## src/rtl/rv32_bus_responder.sv

```systemverilog
// rv32_bus_responder: arbitrates instr/data bus requests onto one synchronous RAM port with wait states.
// Define RV32_BUS_RANGE_CHECK_EN to fault out-of-range addresses instead of aliasing them.
module rv32_bus_responder #(
  parameter int MEM_WORDS = 2048,
  parameter int WAIT_STATES = 1,
  localparam int AW = $clog2(MEM_WORDS)
) (
  input  logic          clk,
  input  logic          reset_n,
  input  logic [31:0]   instr_address_in,
  input  logic          instr_read_in,
  output logic [31:0]   instr_read_value_out,
  output logic          instr_ready_out,
  input  logic [31:0]   data_address_in,
  input  logic          data_read_in,
  input  logic          data_write_in,
  input  logic [3:0]    data_write_mask_in,
  input  logic [31:0]   data_write_value_in,
  output logic [31:0]   data_read_value_out,
  output logic          data_ready_out,
  output logic [AW-1:0] mem_address_out,
  output logic          mem_read_out,
  output logic          mem_write_out,
  output logic [3:0]    mem_write_mask_out,
  output logic [31:0]   mem_write_value_out,
  input  logic [31:0]   mem_read_value_in,
  output logic          fault_out
);
  typedef enum logic [1:0] {IDLE, WAIT, RESPOND} state_t;
  state_t state_q, state_d;
  logic [3:0] cnt_q, cnt_d;
  logic gnt_q, gnt_d, last_q, last_d, wr_q, wr_d, flt_q, flt_d, first_q, first_d;
  logic [31:0] cap_q, cap_d, ival_q, ival_d, dval_q, dval_d;
  logic ireq, dreq, pick, issue, go, wr, oor, resp, dok;
  logic [31:0] addr, rv;
  logic unused_bits;
  assign ireq = instr_read_in;
  assign dreq = data_read_in | data_write_in;
  // grant select: 1 = data; on a tie serve the port that lost last time
  assign pick = dreq & (~ireq | ~last_q);
  assign addr = pick ? data_address_in : instr_address_in;
  assign wr = pick & data_write_in;
  assign issue = reset_n & (state_q == IDLE) & (ireq | dreq);
`ifdef RV32_BUS_RANGE_CHECK_EN
  assign oor = |(addr >> (AW + 2));
`else
  assign oor = 1'b0;
`endif
  assign unused_bits = ^{addr[1:0], addr >> (AW + 2)};
  assign go = issue & ~oor;
  assign mem_read_out = go & ~wr;
  assign mem_write_out = go & wr;
  assign mem_address_out = go ? addr[AW+1:2] : '0;
  assign mem_write_mask_out = mem_write_out ? data_write_mask_in : 4'd0;
  assign mem_write_value_out = mem_write_out ? data_write_value_in : 32'd0;
  assign resp = state_q == RESPOND;
  assign instr_ready_out = resp & ~gnt_q & ireq;
  assign data_ready_out = resp & gnt_q & dreq;
  // with zero wait states the response lands in the same cycle the backend data arrives
  assign rv = flt_q ? 32'd0 : first_q ? mem_read_value_in : cap_q;
  assign dok = data_ready_out & ~wr_q;
  assign instr_read_value_out = instr_ready_out ? rv : ival_q;
  assign data_read_value_out = dok ? rv : dval_q;
  assign fault_out = flt_q & (instr_ready_out | data_ready_out);
  always_comb begin
    state_d = state_q;
    cnt_d = cnt_q;
    gnt_d = gnt_q;
    last_d = last_q;
    wr_d = wr_q;
    flt_d = flt_q;
    first_d = issue;
    cap_d = first_q ? mem_read_value_in : cap_q;
    ival_d = instr_read_value_out;
    dval_d = data_read_value_out;
    if (issue) begin
      gnt_d = pick;
      last_d = pick;
      wr_d = wr;
      flt_d = oor;
      cnt_d = 4'(WAIT_STATES) - 4'd1;
      state_d = (WAIT_STATES > 0) ? WAIT : RESPOND;
    end else if (state_q == WAIT) begin
      cnt_d = cnt_q - 4'd1;
      state_d = (cnt_q == 4'd0) ? RESPOND : WAIT;
    end else if (resp) begin
      state_d = IDLE;
    end
  end
  always_ff @(posedge clk or negedge reset_n) begin
    if (!reset_n) begin
      state_q <= IDLE;
      cnt_q <= 4'd0;
      gnt_q <= 1'b0;
      last_q <= 1'b0;
      wr_q <= 1'b0;
      flt_q <= 1'b0;
      first_q <= 1'b0;
      cap_q <= 32'd0;
      ival_q <= 32'd0;
      dval_q <= 32'd0;
    end else begin
      state_q <= state_d;
      cnt_q <= cnt_d;
      gnt_q <= gnt_d;
      last_q <= last_d;
      wr_q <= wr_d;
      flt_q <= flt_d;
      first_q <= first_d;
      cap_q <= cap_d;
      ival_q <= ival_d;
      dval_q <= dval_d;
    end
  end
endmodule

```

## config.mk

```make
export PLATFORM = sky130hd
export DESIGN_NAME = rv32_bus_responder
export DESIGN_NICKNAME = d
export VERILOG_FILES = /design/src/rtl/rv32_bus_responder.sv
export SDC_FILE = /design/constraint.sdc
export NUM_CORES = 1
export LEC_CHECK = 0
export BUFFER_PORTS_ARGS = -buffer_cell sky130_fd_sc_hd__buf_2
export CAP_MARGIN = 20
export CORE_MARGIN = 4
export CORE_UTILIZATION = 44
export CTS_BUF_LIST = sky130_fd_sc_hd__clkbuf_8 sky130_fd_sc_hd__clkbuf_16
export DETAILED_ROUTE_END_ITERATION = 7
export GPL_ROUTABILITY_DRIVEN = 0
export PLACE_DENSITY = 0.8
export SYNTH_ARGS = -nofsm -noshare
export SYNTH_HDL_FRONTEND = slang
export SYNTH_SLANG_ARGS = --single-unit
export TNS_END_PERCENT = 20
```

## constraint.sdc

```tcl
create_clock -name clk -period 1.7 [get_ports clk]
set_input_delay 0.085 -clock clk [delete_from_list [all_inputs] [get_ports clk]]
set_output_delay 0.085 -clock clk [all_outputs]
set_load 0.03 [all_outputs]
```

==> After elaboration in Yosys (flattened, before gate mapping) <==
Index checks and enable logic that the tools add are counted.
{ "word_totals": {"regBits": 105, "latch_bits": 0, "ramBits": 0, "romBits": 0, "input_bits": 137, "out_inout_bits": 116, "word_cells": 46, "memories": 0} }
{ "op_classes": {"add_sub_neg": 1, "multipliers": 0, "div": 0, "order_cmp": 0, "n_eq_ne": 2, "n_shift": 0, "muxes": 13, "bitwise_logic": 18, "reduce_logical": 4} }
{ "ops": {"columns": ["op", "n"], "rows": [
  ["two-way mux 32 bit", 4],
  ["two-way mux 13 bit", 1],
  ["two-way mux 4 bit", 3],
  ["AND 1 bit", 11],
  ["two-way mux 11 bit", 1],
  ["two-way mux 2 bit", 4],
  ["logical NOT 4 bit", 1],
  ["NOT 1 bit", 4],
  ["subtractor 4 x 1 -> 4 bit, second input constant", 1],
  ["OR 1 bit", 3],
  ["nonzero test 3 bit", 1],
  ["equality test 2 x 1 -> 1 bit, second input constant", 1],
  ["equality test 2 bit, second input constant", 1],
  ["logical NOT 2 bit", 1],
  ["nonzero test 2 bit", 1]
]} }

==> Longest topological paths before layout <==
Gate-level depths: netlist of run 1.
{ "logic_depth": {"ltp_word": 6, "depth_mapped": 6, "mapped_depth_nobuf": 5} }

==> Least setup slack after synthesis of run 1 <==
OpenSTA, ideal clock, no wires.
{ "synth_timing": {"path_type": "reg-to-output", "startpoint": "register state_q[0]", "endpoint": "output port mem_address_out[1]", "t_arrival_ns": 1.811, "required_time_ns": 1.615, "setup_slack_ns": -0.196, "stages_incl_launch_ff": 7, "n_path_buf": 3, "cell_sequence": "dfrtp_1 -> buf_6 -> or3b_4 -> or2_1 -> buf_6 -> buf_6 -> a21oi_1"} }
{ "synth_between": {"elab_chain_cells": 4} }
{ "synth_rtl": {"columns": ["item", "line_no", "source"], "rows": [
  ["start: declaration", "30", "state_t state_q, state_d;"],
  ["start signal: assignment", "103", "state_q <= state_d;"],
  ["logical NOT 2 bit", "43", "assign issue = reset_n & (state_q == IDLE) & (ireq | dreq);"],
  ["AND 1 bit (2 in series)", "43", null],
  ["two-way mux 11 bit", "53", "assign mem_address_out = go ? addr[AW+1:2] : '0;"],
  ["end: declaration", "21", "output logic [AW-1:0] mem_address_out,"]
]} }
No other way between the ends.

==> Final worst setup path of run 1 <==
{ "layout_timing": {"startpoint": "register state_q[0]", "endpoint": "output port data_read_value_out[25]"} }
{ "layout_between": {"elab_chain_cells": 5} }
{ "layout_rtl": {"columns": ["item", "line_no", "source"], "rows": [
  ["equality test 2 bit", "56", "assign resp = state_q == RESPOND;"],
  ["AND 1 bit (2 in series)", "58", "assign data_ready_out = resp & gnt_q & dreq;"],
  ["AND 1 bit", "61", "assign dok = data_ready_out & ~wr_q;"],
  ["two-way mux 32 bit", "63", "assign data_read_value_out = dok ? rv : dval_q;"],
  ["end: declaration", "19", "output logic [31:0] data_read_value_out,"]
]} }
No other way between the ends.

==> impl.org, run 1 <==
** Place
- DP Wirelength :: between 9000 and 10000 um
- At the placement stage, the worst setup path has a slack of -0.1138 ns.
- During placement, the flow inserted port buffers numbering between 200 and 250.

** Worst setup path
- STA puts the critical path data required time at 1.62 ns.
- CP max-delay cell :: dfrtp_2
- Cell with the most instances on the worst path :: buf_4
- In this design, the stage delay of the slowest critical-path cell is 0.44 ns.
- Traced cell by cell, the critical path runs through buf_4, nor4b_4, buf_4, buf_12, mux2_2, buf_2.
- Critical Path Source Type :: register
- Launching point of the worst reg2reg path :: last_q$_DFFE_PN0P_
- Critical path start-end classification :: register to output pin
- The critical path starts at state_q[0]$_DFFE_PN0P_.
- Critical Path End Type :: output pin
- Signal arrival time at the worst endpoint :: 2.08 ns
- Critical path fanouts, max :: 14

** CTS
- Number of buffers inserted during clock tree synthesis :: 9
- Root Buffer :: clkbuf_8
- CTS saw 105 sinks.
- Counting along the longest clock path gives a buffer depth of 2.
- TritonCTS clock tree :: done
- At the later pin of the worst-skew pair, clock insertion delay measures 0.36 ns.
- Clock transition at the registers of the reported paths :: 0.10 ns
- The clock tree synthesis step divided the H-tree into 3 levels.

** Die
- Core Box Area :: just under 10000 um^2
- Height of the die :: 108.9 um
- From left edge to right edge, the die measures 108.9 um.
- For this configuration, the core starts out at a cell density of 45.42%.
- Number of rows created at floorplan :: 36
- Number of top-level pins :: about 250
- The die covers roughly 12000 um^2.

** Timing
- The count of endpoints failing hold in the final timing report came to 41.
- Setup repair after global routing could not meet its margin everywhere.
- At the pin with the least slew margin, the transition time is 0.8066 ns.
- Post-route fraction of the period consumed by the critical path :: 127.2%
- Endpoints failing setup :: roughly 120
- Maximum clock frequency :: ~0.46 GHz
- Final hold analysis gives a worst-case slack of -0.1867 ns.
- Min cycle time layout :: about 2.2 ns
- Final clock skew :: 0.01474 ns
- Measured against its own limit, the worst slew margin works out to 46.23%.
- The number of max-slew violations in the final report came to 0.
- Post-layout worst setup margin :: -0.4621 ns

** Drt
- Per-cell routed wire length :: a little under 20 um
- The detailed router finished its first iteration with around 190 violations.
- Wires add up to about 14000 um.
- Number of nets with antenna violations after routing :: 0
- DR vias :: roughly 3600
- For this run, the detailed router's first-pass iteration total came to 4.
- In the routed design, unresolved DRC markers number 0.
- Drt via density :: about 5

** Synthesis
- Yosys printed 0 warnings.
- Average instance area after synthesis :: 13.58 um^2
- In this run, synthesis produced a sequential element count of 105.
- Proportion of synthesized chip area in sequential cells :: 58.64%
- Counting every instance in the synthesized netlist gives 330.
- The most used flip-flop cell after synthesis is dfrtp_1.
- The synthesized netlist contains 34 unique library cells.
- Area of the mapped netlist :: 4481 um^2
- Number of enable flip-flop cells after synthesis :: 0
- The number of nets handed over by synthesis was between 400 and 500.
- For this run, asynchronously set or reset flops after synthesis account for 100.0%.

** Global routing
- Global-route track usage on met2 :: 39.56%
- Met1 demand-to-capacity share in global routing :: 32.34%
- The first global-routing pass estimated 21390 um of wire.
- Antenna violations before repair :: 0
- The via count of the first global-routing pass came to 3822.
- Pin count of the biggest net entering global routing :: 65
- After global routing the overflow that remains totals 0.
- In the global route stage, overall resource usage came out at 24.13%.
- Fraction of met3 tracks used by global routing :: 6.335%
- Gr busiest metal :: met2

** Layout
- The final layout contains 728 nets.
- Multi-input combinational cell area :: 1976 um^2
- Most common library cell in the layout ignoring fill and taps :: buf_2
- Counting the fill cells in the layout gives about 640.
- Area growth from synthesis to final layout :: 60.43%
- The library cells used most frequently in the layout, excluding fill and tap cells, are buf_2 (122), dfrtp_1 (104), buf_6 (68).
- Combined flip-flop and latch cell area :: 2629 um^2
- In the final layout, the share of cells above drive strength 1 is 65.04%.
- Diodes inserted :: 0

** Pwr
- Static Leak :: 3.568 nW
- Power per cell area :: roughly 1700 nW/um^2
- Summing internal, switching and leakage power gives 12.37 mW.
- Peak supply drop :: 0.001139 V

** Status
- Violated checks :: negative hold slack, negative setup slack
- Outcome :: finished, violations left

** Worst hold path
- The tightest min-delay check is of the input port to async pin type.

** Run
- The tool flagged a number of max-cap violations equal to 0.
-- cell families (layout without fill, tap and decap cells) --
| family | count (synthesis) | after routing | share of synthesized area (%) |
|---|---|---|---|
| flops | 105 | 105 | 58.64 |
| mux | 96 | 96 | 24.13 |
| simple gates | 78 | 78 | 9.970 |
| buf+inv | 26 | 291 | 3.742 |
| compound gates | 21 | 21 | 2.765 |
| xor+xnor | 2 | 2 | 0.3910 |
| fa+ha+maj | 1 | 1 | 0.2792 |
| other cells | 1 | 1 | 0.08370 |
-- cells in the mapped netlist, types with 2 or more instances --
master	number	share of area [%]
dfrtp_1	105	59
mux2_2	96	24
and2_1	36	5.0
nand2_1	24	2.0
a21oi_1	12	1.3
buf_2	8	0.89
buf_6	6	1.5
inv_1	5	0.42
nor2_1	5	0.42
buf_4	4	0.67
clkbuf_1	3	0.25
nor3_1	3	0.34
o21ai_0	2	0.22
-- metrics by stage --
step / area (um^2) / TNS (ns) / util [%] / cells
2_1_floorplan: 4562 / -0.5886 / - / 330
5_1_grt: 7188 / -54.79 / 72.87 / 728
3_5_place_dp: 5811 / -6.059 / 58.90 / 667
4_1_cts: 7099 / -45.94 / 71.97 / 726
6_report: 7188 / -43.25 / 72.87 / 728
3_3_place_gp: 5811 / -2.970 / 58.90 / 667
-- cell type report --
cell class | instances | share of cell area (%)
inverters | 5 | 0.2611
multi-input cells | 199 | 27.48
flip-flops and latches | 105 | 36.57
clock inverters | 7 | 1.079
well taps | 133 | 2.315
repair buffers | 270 | 30.57
clock buffers | 9 | 1.723
-- registers in the layout, indices dropped and copies added (netlist names) --
name and count:
state_q 2, wr_q 1, ival_q 32, cap_q 32
dval_q 32, cnt_q 4, first_q 1, last_q 1
-- routing by layer --
metal | vias up | wire, um
met5 | - | 0
met4 | 0 | 117
met3 | 12 | 888
met2 | 111 | 7466
met1 | 1855 | 5944
li1 | 1634 | -
-- path summary, 6_finish.rpt --
kind	end	slack (ns)	cells past startpoint
worst max-delay path	data_read_value_out[25]	-0.46	6
worst min-delay path	cap_q[10]$_DFF_PN0_	-0.19	2
worst max register to register	ival_q[24]$_DFF_PN0_	-0.01	6
worst min register to register	dval_q[28]$_DFF_PN0_	0.51	1
max in group asynchronous	state_q[0]$_DFFE_PN0P_	0.66	3
min in group clk	cap_q[0]$_DFF_PN0_	0.05	2
-- power by group --
group / internal [mW] / total [mW] / leakage (nW) / switching [mW]
sequential: 3.62 / 4.00 / 1.32 / 0.373
combinational: 3.09 / 6.82 / 2.15 / 3.73
clock: 0.694 / 1.55 / 0.0992 / 0.859
total: 7.40 / 12.4 / 3.57 / 4.96
-- what timing repair did --
item | CTS | global route
endpoints found under the setup margin | 114 | 160
hold endpoints to repair | 70 | 43
pin swaps | 12 | 1
setup buffers | 9 | 2
hold buffers | 29 | 2
cloned | 5 | 0
gates resized for setup | 204 | 32
-- worst max-delay path, delay by kind of cell, from the launching register on --
kind / cells / cell delay (ns)
flops: 1 / 0.44
mux: 1 / 0.37
simple gates: 1 / 0.24
buf+inv: 4 / 0.67
Power figures use the tool's default switching activity.
==> inputs of run 2 (changes only) <==
--- a/config.mk
+++ b/config.mk
@@ -13,6 +13,7 @@
 export DETAILED_ROUTE_END_ITERATION = 7
 export GPL_ROUTABILITY_DRIVEN = 0
 export PLACE_DENSITY = 0.8
+export RECOVER_POWER = 50
 export SYNTH_ARGS = -nofsm -noshare
 export SYNTH_HDL_FRONTEND = slang
 export SYNTH_SLANG_ARGS = --single-unit
==> impl.org, run 2 (synthesized netlist as in run 1, its figures left out) <==
** Drt
- The pre-antenna-repair detailed-routing pass consisted of 4 iterations.
- In the routed design, unresolved DRC markers number 0.
- In this run the remaining antenna-violating nets after routing total 0.
- Wire length after detailed routing :: 14450 um
- DR vias :: 3631
- Dividing the detail-routed via count by the number of cells gives 4.988.
- Per-cell routed wire length :: about 20 um
- Count of routing violations after the opening detailed-route iteration :: 179

** Pwr
- Power per cell area :: 1707 nW/um^2
- In this run the static leakage power is 3.570 nW.
- Peak supply drop :: ~0.0011 V

** Layout
- Relative to the synthesized area, the layout overhead comes to 60.21%.
- Largest registers in the final layout :: cap_q: 32 flops, dval_q: 32 flops, ival_q: 32 flops
- Leaving out fill and tap cells, the most frequent cell in the layout is buf_2.
- The final layout contains roughly 730 nets.
- End-of-flow core utilization :: between 70% and 80%
- Cells with a size suffix above 1 make up 59.83% of the layout.
- In the layout the commonest cells are buf_2 (122), dfrtp_1 (104), buf_6 (68).
- The number of antenna diodes in the final layout is 0.
- Fill cells in the final layout number between 600 and 700.

** Worst setup path
- Worst Reg-to-Reg Cells :: 6
- Cell with the most instances on the worst path :: buf_4
- Critical Path End Type :: output pin
- Required time worst endpoint :: 1.62 ns
- The most critical setup path has its startpoint at state_q[0]$_DFFE_PN0P_.
- Critical Path Source Type :: register
- CP max-delay cell :: dfrtp_2
- Across all register-to-register paths, the minimum setup slack is -0.01 ns.
- Following the worst setup path forward leads to its endpoint at data_read_value_out[25].
- The largest single stage delay on the critical path is roughly 0.44 ns.
- Signal arrival time at the worst endpoint :: 2.08 ns
- Capturing point of the worst reg2reg path :: ival_q[24]$_DFF_PN0_
- By startpoint and endpoint, the worst setup path is classified as register to output pin.
- The signal on the critical path passes through buf_4, nor4b_4, buf_4, buf_12, mux2_2, buf_2.
- In this run the worst path has a maximum fanout of 14.
- The worst register-to-register path begins at last_q$_DFFE_PN0P_.

** Global routing
- Antenna violations before repair :: 0
- Overflow left after global routing :: 0
- Total track usage :: roughly a quarter
- Global-route wire length before repair :: 21390 um
- Number of global-route vias before repair :: 3822
- Entering global routing, the biggest net connects 65 pins.

** Timing
- Final clock skew :: 0.01610 ns
- Setup violations remaining at the end of the flow were counted as ~120.
- Hold is met by 0.05035 ns.
- The worst path in the final design needs a cycle of 2.166 ns, including I/O delays and setup.
- RSZ-0062 raised after global routing :: true
- Post-layout worst setup margin :: -0.4661 ns
- For the pin with the worst max-slew slack, the measured transition is a little under 1 ns.
- Measured against its own limit, the worst slew margin works out to about a third.
- The count of endpoints failing hold in the final timing report came to 0.
- Total count of max-transition violations in the final report :: 0
- Based on the critical path, the design can be clocked at up to 0.4617 GHz.
- Setup total negative slack :: -43.88 ns
- Dividing the final minimum period by the clock period gives 127.4%.

** Place
- Place WS :: -0.1138 ns
- Summed over all nets, the half-perimeter wirelength after detailed placement is 9413 um.
- The count of buffers added on input and output ports is 209.

** CTS
- The clock reaches the later pin of the worst-skew pair after about 0.37 ns.
- For this design, the sink count on the clock tree is 105.
- TritonCTS created 9 clock buffers.
- The clock passes through at most 2 buffers.
- The root buffer cell chosen for the clock tree is clkbuf_8.
- TritonCTS clock tree :: done
- CTS built an H-tree with a depth of 3.
- Clock transition at the registers of the reported paths :: 0.10 ns

** Die
- The initialized floorplan defines 36 standard-cell rows.
- Number of top-level pins :: 253
- The die covers 11860 um^2.
- For this configuration, the core starts out at a cell density of 45.42%.
- In this run the horizontal extent of the chip is approximately 110 um.
- Core Box Area :: 9864 um^2
- Height of the die :: 108.9 um

** Run
- Max-cap check violation count :: 0

** Status
- The flow ran to the end, but the final reports show violations.
- Violated checks :: negative setup slack

** Worst hold path
- Hold WC Path Type :: input port to register
run 2: cell count changes in the layout (fill, tap and decap cells not counted), sizes merged:
cell	delta
buf	-3
clkbuf	+3
run 2: final cells by class:
class	instances	area, um^2	share of cell area, %
Clock buffer	9	123.9	1.726
Timing Repair Buffer	270	2187	30.47
Tap cell	133	166.4	2.318
Sequential cell	105	2629	36.62
Multi-Input combinational cell	199	1976	27.52
Clock inverter	7	77.57	1.081
Inverter	5	18.77	0.2615
run 2: how the worst min path moves through the flow:
| stage | startpoint | endpoint | slack, ns | cells after the start |
|---|---|---|---|---|
| floorplan | reset_n | cap_q[0]$_DFF_PN0_ | -0.21 | 0 |
| global placement | reset_n | dval_q[25]$_DFF_PN0_ | 0.22 | 2 |
| detailed placement | reset_n | cap_q[24]$_DFF_PN0_ | 0.23 | 2 |
| CTS | reset_n | cap_q[10]$_DFF_PN0_ | -0.18 | 2 |
| global route | mem_read_value_in[0] | cap_q[0]$_DFF_PN0_ | 0.03 | 2 |
| finish | mem_read_value_in[0] | cap_q[0]$_DFF_PN0_ | 0.05 | 2 |
run 2: routing by layer:
metal | wire, um | vias to the layer above | GRT usage [%] | share of wire (%)
met5 | 0 | - | 0 | 0
met4 | 163 | 0 | 5.320 | 1.1
met3 | 862 | 16 | 6.335 | 6.0
met2 | 7425 | 119 | 39.56 | 51
met1 | 5996 | 1862 | 32.34 | 42
li1 | - | 1634 | - | -
run 2: per-stage QoR:
stage	area [um^2]	power, mW	cells
floorplan	4562	7.818	330
global placement	5811	9.179	667
detailed placement	5811	9.411	667
CTS	7099	12.20	726
global route	7178	12.91	728
finish	7178	12.26	728
run 2: repair_timing:
action,4_1_cts,5_1_grt
resized for setup,204,32
hold endpoints to repair,70,43
cloned,5,0
endpoints found under the setup margin,114,160
hold buffers,29,2
pin swaps,12,1
buffers inserted,9,2
run 2: worst max-delay path, delay by kind of cell (launching register included):
family,cells,cell delay (ns)
buffers and inverters,4,0.67
flip-flops,1,0.44
multiplexers,1,0.37
AND/OR/NAND/NOR,1,0.24
run 2: power by group:
part / total (mW) / internal, mW / switching, mW
combinational: 6.71 / 2.98 / 3.73
sequential: 3.99 / 3.62 / 0.365
clock: 1.56 / 0.694 / 0.867
total: 12.3 / 7.29 / 4.96
